`src/rtl/benes_pkg.sv`:
```
// Shared sizing, types and state encoding for the 8x8 Benes fabric configuration path.
// Stage s of a fabric configuration lives at bits [s*SPS +: SPS].
package benes_pkg;
  localparam int N      = 8;
  localparam int STAGES = 2 * $clog2(N) - 1;
  localparam int SPS    = N / 2;
  localparam int CFG_W  = STAGES * SPS;
  localparam int CNT_W  = $clog2(STAGES);

  typedef logic [SPS-1:0]   stage_cfg_t;
  typedef logic [CFG_W-1:0] fabric_cfg_t;
  typedef logic [CNT_W-1:0] beat_cnt_t;

  typedef enum logic {
    FILL = 1'b0,
    FULL = 1'b1
  } cfg_state_e;

  localparam beat_cnt_t LAST_BEAT = beat_cnt_t'(STAGES - 1);
endpackage

```
`src/rtl/benes_cfg_loader_if.sv`:
```
// Host-to-loader beat channel: one stage of switch settings per valid/ready transfer.
interface benes_cfg_loader_if;
  import benes_pkg::*;

  stage_cfg_t cfg_data;
  logic       cfg_valid;
  logic       cfg_last;
  logic       cfg_ready;

  modport master (output cfg_data, output cfg_valid, output cfg_last, input cfg_ready);
  modport slave  (input cfg_data, input cfg_valid, input cfg_last, output cfg_ready);
endinterface

```
`src/rtl/benes_cfg_loader.sv`:
```
// Assembles per-stage beats into a shadow configuration and commits it atomically
// to the Benes switch array; switch (s,k) is driven by switch_set[s*SPS+k].
module benes_cfg_loader
  import benes_pkg::*;
(
  input  logic                clk,
  input  logic                rst_n,
  benes_cfg_loader_if.slave   cfg,
  input  logic                apply_req,
  output fabric_cfg_t         switch_set,
  output logic                cfg_full,
  output logic                cfg_applied,
  output logic                cfg_err
);

  cfg_state_e  state_r;
  cfg_state_e  state_nxt_s;
  beat_cnt_t   beat_cnt_r;
  beat_cnt_t   beat_cnt_nxt_s;
  fabric_cfg_t shadow_r;
  fabric_cfg_t active_r;
  logic        cfg_ready_r;
  logic        cfg_full_r;
  logic        cfg_applied_r;
  logic        cfg_err_r;
  logic        xfer_s;
  logic        shadow_we_s;
  logic        apply_s;
  logic        err_s;

  assign xfer_s        = cfg.cfg_valid & cfg_ready_r;
  assign cfg.cfg_ready = cfg_ready_r;
  assign switch_set    = active_r;
  assign cfg_full      = cfg_full_r;
  assign cfg_applied   = cfg_applied_r;
  assign cfg_err       = cfg_err_r;

  // Next-state, beat counter and frame-framing checks.
  always_comb begin
    state_nxt_s    = state_r;
    beat_cnt_nxt_s = beat_cnt_r;
    shadow_we_s    = 1'b0;
    apply_s        = 1'b0;
    err_s          = 1'b0;
    case (state_r)
      FILL: begin
        if (xfer_s) begin
          shadow_we_s = 1'b1;
          if (beat_cnt_r == LAST_BEAT) begin
            beat_cnt_nxt_s = '0;
            if (cfg.cfg_last) begin
              state_nxt_s = FULL;
            end else begin
              err_s = 1'b1;
            end
          end else begin
            if (cfg.cfg_last) begin
              beat_cnt_nxt_s = '0;
              err_s          = 1'b1;
            end else begin
              beat_cnt_nxt_s = beat_cnt_r + beat_cnt_t'(1);
            end
          end
        end else begin
          beat_cnt_nxt_s = beat_cnt_r;
        end
      end
      FULL: begin
        if (apply_req) begin
          apply_s     = 1'b1;
          state_nxt_s = FILL;
        end else begin
          state_nxt_s = FULL;
        end
      end
      default: begin
        state_nxt_s    = FILL;
        beat_cnt_nxt_s = '0;
      end
    endcase
  end

  // State and beat counter registers.
  always_ff @(posedge clk or negedge rst_n) begin
    if (!rst_n) begin
      state_r    <= FILL;
      beat_cnt_r <= '0;
    end else begin
      state_r    <= state_nxt_s;
      beat_cnt_r <= beat_cnt_nxt_s;
    end
  end

  // Shadow capture and atomic commit to the active switch settings.
  always_ff @(posedge clk or negedge rst_n) begin
    if (!rst_n) begin
      shadow_r <= '0;
      active_r <= '0;
    end else begin
      if (shadow_we_s) begin
        shadow_r[beat_cnt_r*SPS +: SPS] <= cfg.cfg_data;
      end
      if (apply_s) begin
        active_r <= shadow_r;
      end
    end
  end

  // Registered status; ready stays low through reset and rises on the first edge after release.
  always_ff @(posedge clk or negedge rst_n) begin
    if (!rst_n) begin
      cfg_ready_r   <= 1'b0;
      cfg_full_r    <= 1'b0;
      cfg_applied_r <= 1'b0;
      cfg_err_r     <= 1'b0;
    end else begin
      cfg_ready_r   <= (state_nxt_s == FILL);
      cfg_full_r    <= (state_nxt_s == FULL);
      cfg_applied_r <= apply_s;
      cfg_err_r     <= err_s;
    end
  end

endmodule

```
`src/flat_wrapper.sv`:
```
// flat-port wrapper written by rule: the top's interface ports become plain ports
module benes_cfg_loader_flat import benes_pkg::*;
  (clk, rst_n, apply_req, switch_set, cfg_full, cfg_applied, cfg_err, cfg_cfg_data, cfg_cfg_valid, cfg_cfg_last, cfg_cfg_ready);
  benes_cfg_loader_if cfg_i ();
  input  logic clk;
  input  logic rst_n;
  input  logic apply_req;
  output fabric_cfg_t switch_set;
  output logic cfg_full;
  output logic cfg_applied;
  output logic cfg_err;
  input wire logic [$bits(cfg_i.cfg_data)-1:0] cfg_cfg_data;
  input wire logic [$bits(cfg_i.cfg_valid)-1:0] cfg_cfg_valid;
  input wire logic [$bits(cfg_i.cfg_last)-1:0] cfg_cfg_last;
  output wire logic [$bits(cfg_i.cfg_ready)-1:0] cfg_cfg_ready;
  assign cfg_i.cfg_data = cfg_cfg_data;
  assign cfg_i.cfg_valid = cfg_cfg_valid;
  assign cfg_i.cfg_last = cfg_cfg_last;
  assign cfg_cfg_ready = cfg_i.cfg_ready;
  benes_cfg_loader u_core (.clk(clk), .rst_n(rst_n), .cfg(cfg_i), .apply_req(apply_req), .switch_set(switch_set), .cfg_full(cfg_full), .cfg_applied(cfg_applied), .cfg_err(cfg_err));
endmodule
```
`config.mk`:
```
export PLATFORM = sky130hd
export DESIGN_NAME = benes_cfg_loader_flat
export DESIGN_NICKNAME = d
export VERILOG_FILES = /design/src/rtl/benes_pkg.sv /design/src/rtl/benes_cfg_loader_if.sv /design/src/rtl/benes_cfg_loader.sv /design/src/flat_wrapper.sv
export SDC_FILE = /design/constraint.sdc
export NUM_CORES = 1
export LEC_CHECK = 0
export BUFFER_PORTS_ARGS = -buffer_cell sky130_fd_sc_hd__buf_2
export CAP_MARGIN = 20
export CORE_ASPECT_RATIO = 0.75
export CORE_MARGIN = 8
export CORE_UTILIZATION = 40
export CTS_CLUSTER_SIZE = 8
export DETAILED_ROUTE_END_ITERATION = 8
export MAX_ROUTING_LAYER = met4
export PLACE_DENSITY = 0.56
export SLEW_MARGIN = 25
export SYNTH_ARGS = -nofsm -noshare
export SYNTH_HDL_FRONTEND = slang
export SYNTH_SLANG_ARGS = --single-unit
```
`constraint.sdc`:
```
create_clock -name clk -period 4.6 [get_ports clk]
set_input_delay 0.23 -clock clk [delete_from_list [all_inputs] [get_ports clk]]
set_output_delay 0.23 -clock clk [all_outputs]
set_load 0.02 [all_outputs]
```
# Yosys cells after proc, flatten, opt, wreduce, memory -nomap -nowiden
# Cells that the tools add are included.
totals:
  reg_bits: 47
  in_bits: 9
  output_inout_bits: 24
  elab_cells: 32
classes:
  addsub: 2
  n_eq_ne: 1
  n_shift: 2
  n_mux: 16
  n_bitwise: 3
  reduce_logical: 1
op_table:
  columns: ["cell", "n"]
  rows:
  - ["5-bit negation with 34-bit output", 1]
  - ["4-bit by 34-bit variable shift with 20-bit output, first input constant", 1]
  - ["4-bit by 34-bit variable part select with 20-bit output", 1]
  - ["20-bit bitwise mux", 1]
  - ["1-bit two-way mux", 12]
  - ["3-bit two-way mux", 2]
  - ["3-bit by 1-bit adder with 3-bit output, second input constant", 1]
  - ["3-bit equality test, second input constant", 1]
  - ["1-bit inverter", 2]
  - ["1-bit one-hot mux with 2 select lines", 1]
  - ["2-bit AND reduction", 1]
  - ["1-bit AND", 1]

# Logic depth before layout (Yosys ltp)
# Gate-level depths: netlist (run 1).
depth:
  depth_word: 5
  ltp_mapped: 6
  mapped_depth_nobuf: 6

# Worst setup path before layout (run 1)
# No wires, ideal clock.
synth_path:
  path_type: "register to register"
  start: "register u_core.beat_cnt_r[0]"
  end: "register u_core.shadow_r[16]"
  setup_ns: 0.081
  t_arrival_ns: 1.836
  t_required_ns: 4.519
  setup_slack_ns: 2.683
  path_stages_with_launch: 7
  path_buffers: 0
  synth_period_minus_slack_ns: 1.917
  cell_sequence: "dfrtp_1 > inv_1 > ha_1 > ha_1 > nor4b_1 > nand2_1 > mux2i_1"
synth_between:
  elab_chain_cells: 3
  word_cells_on_any_way: 4
  cone_classes: "add/sub: 1; shift: 2; mux: 1"
synth_rtl:
  columns: ["item", "line_no", "rtl"]
  rows:
  - ["start: declaration", "benes_cfg_loader.sv:18", "beat_cnt_t beat_cnt_r;"]
  - ["start signal: assignment", "benes_cfg_loader.sv:90", "beat_cnt_r <= beat_cnt_nxt_s;"]
  - ["5-bit negation with 34-bit output (*)", "benes_cfg_loader.sv:101", "shadow_r[beat_cnt_r*SPS +: SPS] <= cfg.cfg_data;"]
  - ["4-bit by 34-bit variable part select with 20-bit output / 4-bit by 34-bit variable shift with 20-bit output (equally long branches)", "benes_cfg_loader.sv:101", null]
  - ["20-bit bitwise mux (*)", "benes_cfg_loader.sv:101", null]
  - ["end signal: indexed assignment", "benes_cfg_loader.sv:101", null]
  - ["end: declaration", "benes_cfg_loader.sv:20", "fabric_cfg_t shadow_r;"]
# Mark *: on every way between the ends. The rest lies on a longest branch, timed or not.
# A chain may end at the register's enable or synchronous reset.

# Final worst setup path (run 1)
layout_path:
  start: "register u_core.beat_cnt_r[0]"
  end: "register u_core.shadow_r[17]"
# The elaborated chain is that of the path after synthesis.

==> reports/metrics.yaml, run 1 <==
clockRootBuffer: "clkbuf_8"
place_congestion: 0.886
htreeDepth: 2
wl_um: 3940
cts_buffer_depth: 2
grt_max_degree: 48
wire_per_inst_um: 14.3
finalCriticalPeriod_ps: 2290
final_nets: 232
synth_warnings: 0
setup_viol: 0
cts_buffers: 5
synth_flop_cell: "dfrtp_1"
path_class: "reg2reg"
status: "finished, final reports clean"
ctsResizeCount: 0
hold_viol_final: 0
end_kind: "flop"
grt_pass1_wl_um: 6900
rows: 22
dieArea_um2: 7590
yosysSeqAreaShare: 0.583
grt_use_total: 0.116
mostFrequentLayoutCells: "dfrtp_1, nand2_1, buf_2, inv_1"
drc: 0
rsz0062_at_grt: "no"
antenna_found_initial: 0
cap_violations: 0
start_util: 0.414
drive_gt1_frac: 0.237
hold_path.class: "in2reg"
n_antenna_cell: 0
clkSinkCount: 47
grt_overflow: 0
fin_crit_sh: 0.499
synth.avg_cell_area_um2: 11.3
slew_headroom: 0.576
synth_edf_count: 0
via_count: 1329
portBuffers: 32
p_per_area_nw_per_um2: 590
ir_drop_mv: 0.245
stdcell_area_um2: 2330
start_kind: "flop"
areaGrowthSynthToFinish_pct: 15.5
layout_commonest_cell: "dfrtp_1"
synth_area_um2: 2020
post_dp_cell_area_um2: 2230
crit_required_ps: 4810
synth_cell_types: 24
max_freq_mhz: 436
setup_tns_ps: 0
worst_ep_arrival_time_ps: 2510
coreArea_um2: 4870
drt-pass1-iter-count: 4
drtIter0Drc: 39
place_hpwl_um: 2920
viasPerCell: 4.83
tritoncts: "built"
finClkSkew_ps: 5.45
slew_violations: 0
synth_cells: 178
clk_pin_slew_worst_paths_ps: 80
p_leak_uw: 0.00127
grt_pass1_vias: 1460
ant_nets: 0
die_h_um: 77.5
die_w_um: 98.0
num_io_pins: 33
synthArstFlopShare: 1.00
insertion_delay_ps: 290
synth_fp_nets: 196
crit_path_max_fanout: 11
worstMarginPinSlew_ps: 635
synth_seq_cells: 47
synth_stat cells (all sizes together) (2+ instances only):
master	number	area share
o21ai	17	0.042
mux2	8	0.045
clkbuf	3	0.0056
mux2i	17	0.084
nand2	35	0.065
nand4	4	0.012
inv	22	0.041
dfrtp	47	0.58
and4bb	2	0.012
ha	9	0.056
sequential cells by signal (all words and copies together) (netlist names):
name and flops:
u_core.state_r 1, u_core.beat_cnt_r 3, u_core.shadow_r 20, u_core.cfg_err 1, u_core.cfg_applied 1, u_core.cfg.cfg_ready 1
u_core.switch_set 20
worst max-delay path, stage by stage, from the launching register on:
cell	delay (ps)
dfrtp_1	540
inv_1	160
ha_1	270
ha_1	420
nor4b_1	550
nand2_1	130
mux2i_1	150
logic make-up (layout without fill, tap and decap cells):
kind of cell,after synthesis,after routing,synth area share
simple gates,51,51,0.127
flops,47,47,0.583
buf+inv,26,63,0.0503
mux,25,25,0.129
compound gates,20,20,0.0540
fa+ha+maj,9,9,0.0559
cell type report:
type	instances	area, um^2
flip-flops and latches	47	1180
clock buffers	7	76.3
fillers	469	2540
inverters	22	82.6
repair buffers	33	173
well taps	60	75.1
multi-input cells	105	741
clock inverters	1	5.00
routing by layer:
layer / share of wire / track usage / up-vias
met5: 0 / - / -
met4: 0.012 / 0.0465 / 0
met3: 0.049 / 0.0419 / 8
met2: 0.45 / 0.187 / 29
met1: 0.49 / 0.128 / 634
li1: - / - / 658
timing repair:
| action | 4_1_cts | 5_1_grt |
|---|---|---|
| hold endpoints to repair | 0 | 47 |
| setup buffers | 0 | 0 |
| hold buffers | 0 | 1 |
report_power, final:
group / total [uW] / switching, uW / leakage, uW / internal (uW)
registers: 659 / 75.0 / 0.000588 / 584
logic: 482 / 298 / 0.000643 / 185
clock network: 234 / 127 / 0.0000422 / 107
total: 1370 / 500 / 0.00127 / 875
metrics by stage:
| step | util | std cells | total power (uW) | hold WS, ps | setup slack, ps |
|---|---|---|---|---|---|
| global placement | 0.458 | 266 | 1130 | 448 | 2520 |
| detailed placement | 0.458 | 266 | 1160 | 467 | 2340 |
| finish | 0.478 | 275 | 1370 | 234 | 2310 |
| global route | 0.478 | 275 | 1490 | 236 | 1940 |
| CTS | 0.475 | 274 | 1400 | 141 | 2320 |
| floorplan | - | 178 | 985 | -65.6 | 2680 |
worst paths after layout:
| path | start | to | depth (start not counted) | slack (ps) |
|---|---|---|---|---|
| min in group asynchronous | rst_n | u_core.switch_set[1]$_DFFE_PN0P_ | 2 | 480 |
| hold reg to reg | u_core.switch_set[6]$_DFFE_PN0P_ | u_core.switch_set[6]$_DFFE_PN0P_ | 2 | 480 |
| setup / recovery | u_core.beat_cnt_r[0]$_DFFE_PN0P_ | u_core.shadow_r[17]$_DFFE_PN0P_ | 6 | 2310 |
| setup reg to reg | u_core.beat_cnt_r[0]$_DFFE_PN0P_ | u_core.shadow_r[17]$_DFFE_PN0P_ | 6 | 2310 |
| max in group asynchronous | rst_n | u_core.switch_set[8]$_DFFE_PN0P_ | 2 | 3730 |
| hold / removal | cfg_cfg_data[3] | u_core.shadow_r[11]$_DFFE_PN0P_ | 3 | 230 |
No activity file was read; power rests on OpenSTA's default activity.
==> inputs of run 2 (changes only) <==
==> constraint.sdc (replaced) <==
create_clock -name clk -period 2.3 [get_ports clk]
set_input_delay 0.115 -clock clk [delete_from_list [all_inputs] [get_ports clk]]
set_output_delay 0.115 -clock clk [all_outputs]
set_load 0.02 [all_outputs]
==> run 2 against run 1 <==
Compared with the run above: combinational power up 100%; worst setup slack got worse by 2100 ps; die area unchanged; sequential share of layout area shrank 0.19 points; register-to-register slack got worse by 2100 ps; cell area increased by 0.38%; first-iteration DRC count fell by 23%; count of clock-buffer cells in the layout shrank 1; critical endpoint is now u_core.shadow_r[0]$_DFFE_PN0P_.
==> reports/metrics.yaml, run 2 (synthesis results as in run 1) <==
grtUsageMet3: 0.0419
coreArea_um2: 4870
insertion_delay_ps: 290
drt-pass1-iter-count: 4
fillers: 434
clk_pin_slew_worst_paths_ps: 80
hold_viol_final: 0
cts_buffer_depth: 2
grt_max_degree: 25
finClkSkew_ps: 2.30
ctsResizeCount: 0
finalCriticalPeriod_ps: 2120
p_comb_frac: 0.357
postLayoutCoreUtil: 0.480
switchingPower_uw: 992
via_count: 1367
clockRootBuffer: "clkbuf_8"
start_kind: "flop"
end_kind: "flop"
portBuffers: 32
tritoncts: "built"
multi_input_area_um2: 738
drtIter0Drc: 30
mostFrequentLayoutCells: "dfrtp_1, nand2_1, buf_2, inv_1"
intPower_uw: 1750
slew_headroom: 0.604
dieArea_um2: 7590
max_freq_mhz: 472
crit_required_ps: 2470
die_w_um: 98.0
r2r_slack_ps: 180
groute.layer.met1.usage: 0.133
hold_path.class: "in2reg"
ant_nets: 0
status: "finished, final reports clean"
antenna_found_initial: 0
grt_pass1_vias: 1499
worstMarginPinSlew_ps: 593
drive_gt1_frac: 0.241
ir_drop_mv: 0.487
crit_path_max_fanout: 11
layout_commonest_cell: "dfrtp_1"
num_io_pins: 33
setup_viol: 0
rsz0062_at_grt: "no"
placedCellCount: 269
grt_pass1_wl_um: 6910
top_usage_layer: "met2"
drc: 0
dp_slack_ps: 184
rows: 22
worst_ep_arrival_time_ps: 2300
cap_violations: 0
n_antenna_cell: 0
place_congestion: 0.790
switching_share: 0.362
start_util: 0.414
place_hpwl_um: 3060
setup_tns_ps: 0
met2_usage: 0.183
die_h_um: 77.5
pwr-share-clk: 0.163
stdcell_area_um2: 2340
slew_violations: 0
pwr-share-seq: 0.480
wire_per_inst_um: 14.4
clkSinkCount: 47
post_cts.repair.setup_buffers: 0
post_dp_cell_area_um2: 2250
grt_overflow: 0
fin_crit_sh: 0.922
wl_um: 3980
final_nets: 235
p_per_area_nw_per_um2: 1170
grt_use_total: 0.115
seqCellArea_um2: 1180
viasPerCell: 4.95
p_leak_uw: 0.00128
htreeDepth: 2
cts_buffers: 5
layout_setup_ws_ps: 179
path_class: "reg2reg"
instances_no_fill: 276
areaGrowthSynthToFinish_pct: 16.0
## run 2: cell count changes in the layout (fill, tap and decap cells not counted), sizes merged
cell	change
clkbuf	-1
clkinv	-1
buf	+3
## run 2: area by class of cell
class	instances	share of cell area
flip-flops and latches	47	0.503
multi-input cells	105	0.316
repair buffers	36	0.0824
inverters	22	0.0353
well taps	60	0.0321
clock buffers	6	0.0310
## run 2: path summary, 6_finish.rpt
| kind | startpoint | endpoint | depth (start not counted) |
|---|---|---|---|
| max in group asynchronous | rst_n | u_core.switch_set[4]$_DFFE_PN0P_ | 3 |
| min reg2reg | u_core.switch_set[6]$_DFFE_PN0P_ | u_core.switch_set[6]$_DFFE_PN0P_ | 2 |
| min in group asynchronous | rst_n | u_core.switch_set[1]$_DFFE_PN0P_ | 2 |
| max | u_core.beat_cnt_r[0]$_DFFE_PN0P_ | u_core.shadow_r[0]$_DFFE_PN0P_ | 5 |
| max reg2reg | u_core.beat_cnt_r[0]$_DFFE_PN0P_ | u_core.shadow_r[0]$_DFFE_PN0P_ | 5 |
| min | cfg_cfg_data[3] | u_core.shadow_r[19]$_DFFE_PN0P_ | 3 |
## run 2: metal layers
| layer | routed length [um] | up-vias | share of wire |
|---|---|---|---|
| met3 | 226 | 4 | 0.057 |
| li1 | - | 670 | - |
| met5 | 0 | - | 0 |
| met1 | 1870 | 660 | 0.47 |
| met2 | 1850 | 33 | 0.46 |
| met4 | 31 | 0 | 0.0078 |
## run 2: power groups by stage
stage | Combinational [uW] | Clock [uW] | Sequential (uW)
after floorplan | 451 | 0 | 1520
after global placement | 959 | 0 | 1310
after detailed placement | 994 | 0 | 1330
after CTS | 999 | 463 | 1320
after global routing | 1110 | 494 | 1350
final | 978 | 445 | 1310
## run 2: timing repair
action,CTS,global route
endpoints found under the hold margin,23,0
setup endpoints to repair,0,0
hold buffers,1,0
## run 2: worst max-delay path, stage by stage (launching register included)
cell	delay, ps
dfrtp_1	540
inv_1	150
ha_1	270
ha_1	380
nand4b_1	330
mux2_2	340
## run 2: metrics by stage
step | power [uW] | hold WS (ps)
2_1_floorplan | 1970 | -181
3_3_place_gp | 2270 | 108
3_5_place_dp | 2330 | 118
4_1_cts | 2780 | 112
5_1_grt | 2950 | 116
6_report | 2740 | 123
==> inputs of run 3 (changes only) <==
--- a/config.mk
+++ b/config.mk
@@ -9,12 +9,14 @@
 export CAP_MARGIN = 20
 export CORE_ASPECT_RATIO = 0.75
 export CORE_MARGIN = 8
-export CORE_UTILIZATION = 40
+export CORE_UTILIZATION = 55
 export CTS_CLUSTER_SIZE = 8
 export DETAILED_ROUTE_END_ITERATION = 8
 export MAX_ROUTING_LAYER = met4
-export PLACE_DENSITY = 0.56
+export PLACE_DENSITY = 0.74
+export SETUP_SLACK_MARGIN = 0.4
 export SLEW_MARGIN = 25
 export SYNTH_ARGS = -nofsm -noshare
 export SYNTH_HDL_FRONTEND = slang
 export SYNTH_SLANG_ARGS = --single-unit
+export TNS_END_PERCENT = 100
==> run 3 against run 2 <==
Compared with the run above: count of clock-buffer cells in the layout stayed put; clock power up 36%; die area down 23%; power is 9.3% higher; maximum frequency grew 15%; via count up 0.80%; register-to-register slack gained 270 ps; highest routed layer unchanged.
==> reports/metrics.yaml, run 3 (synthesis results as in run 1) <==
status: "finished, final reports clean"
areaGrowthSynthToFinish_pct: 20.7
die_h_um: 68.4
setup_tns_ps: 0
setup_viol: 0
crit_required_ps: 2470
p_per_area_nw_per_um2: 1230
antenna_found_initial: 0
dieArea_um2: 5880
die_w_um: 85.9
htreeDepth: 2
via_count: 1378
ant_nets: 0
ir_drop_mv: 0.540
grt_pass1_vias: 1400
met2WireLength_um: 1900
dp_slack_ps: 150
hold_viol_final: 0
top_layer_used: "met4"
end_kind: "flop"
layout_commonest_cell: "dfrtp_1"
drive_gt1_frac: 0.286
portBuffers: 32
tritoncts: "built"
finClkSkew_ps: 4.48
rsz0062_at_grt: "no"
wire_per_inst_um: 14.8
mostFrequentLayoutCells: "dfrtp_1, nand2_1, buf_2, inv_1"
cts_buffer_depth: 2
insertion_delay_ps: 290
wl_um: 4040
grt_pass1_wl_um: 6550
max_freq_mhz: 540
final_nets: 237
place_hpwl_um: 2830
layout_setup_ws_ps: 449
fin_crit_sh: 0.805
wl_met3_um: 238
slew_violations: 0
clkSinkCount: 47
clockRootBuffer: "clkbuf_8"
place_congestion: 0.755
path_class: "reg2reg"
r2r_slack_ps: 450
cts_buffers: 5
grt_max_degree: 48
viasPerCell: 5.07
fillers: 268
worst_ep_arrival_time_ps: 2030
clk_pin_slew_worst_paths_ps: 80
multi_input_area_um2: 778
slew_headroom: 0.621
drc: 0
hold_path.class: "in2reg"
worstMarginPinSlew_ps: 569
drtIter0Drc: 74
crit_path_max_fanout: 9
drt-pass1-iter-count: 4
grt_use_total: 0.150
rows: 19
wl_met1_um: 1770
num_io_pins: 33
p_leak_uw: 0.00132
n_antenna_cell: 0
start_util: 0.562
seqCellArea_um2: 1180
finalCriticalPeriod_ps: 1850
start_kind: "flop"
grt_overflow: 0
cap_violations: 0
coreArea_um2: 3590
-- run 3: cell types whose count changed in the layout (fill, tap and decap cells not counted), sizes merged --
cell    previous run  this run
buf               35        37
bufinv             0         1
clkinv             0         1
-- run 3: per-layer routing --
layer	vias up	global-route usage
li1	672	-
met5	-	-
met3	15	0.0444
met2	39	0.244
met1	652	0.166
met4	0	0.0783
-- run 3: cell type report --
cell class / count / share of cell area
Clock buffer: 6 / 0.0340
Clock inverter: 2 / 0.0144
Inverter: 22 / 0.0340
Multi-Input combinational cell: 105 / 0.320
Sequential cell: 47 / 0.485
Tap cell: 52 / 0.0267
Timing Repair Buffer: 38 / 0.0864
-- run 3: worst paths after layout --
path | start | end | cells past startpoint
max in group asynchronous | rst_n | u_core.beat_cnt_r[0]$_DFFE_PN0P_ | 2
hold reg to reg | u_core.switch_set[4]$_DFFE_PN0P_ | u_core.switch_set[4]$_DFFE_PN0P_ | 2
hold / removal | cfg_cfg_data[0] | u_core.shadow_r[8]$_DFFE_PN0P_ | 3
setup / recovery | u_core.beat_cnt_r[1]$_DFFE_PN0P_ | u_core.shadow_r[2]$_DFFE_PN0P_ | 6
setup reg to reg | u_core.beat_cnt_r[1]$_DFFE_PN0P_ | u_core.shadow_r[2]$_DFFE_PN0P_ | 6
min in group asynchronous | rst_n | u_core.switch_set[3]$_DFFE_PN0P_ | 2
-- run 3: metrics by stage --
stage / area (um^2) / std cells / power, uW / utilization / hold slack [ps]
2_1_floorplan: 2020 / 178 / 1980 / - / -181
3_3_place_gp: 2240 / 259 / 2250 / 0.623 / 307
3_5_place_dp: 2240 / 259 / 2320 / 0.623 / 340
4_1_cts: 2370 / 268 / 2950 / 0.659 / 19.1
5_1_grt: 2430 / 272 / 3190 / 0.678 / 110
6_report: 2430 / 272 / 2990 / 0.678 / 114
-- run 3: critical path: stages (launching register included) --
cell and delay, ps:
dfrtp_2 430, inv_1 140, ha_4 160, ha_2 320, nand4b_1 200, buf_4 180, mux2_4 300
-- run 3: timing repair --
action	4_1_cts	5_1_grt
resized for setup	3	5
setup buffers	1	3
hold buffers	0	1
endpoints found under the setup margin	20	10
endpoints found under the hold margin	0	47
pin swaps	0	1
-- run 3: power breakdown --
group	switching [uW]	total, uW	internal [uW]
Combinational	648	1080	429
Sequential	141	1310	1170
Clock	255	606	351
Total	1040	2990	1950
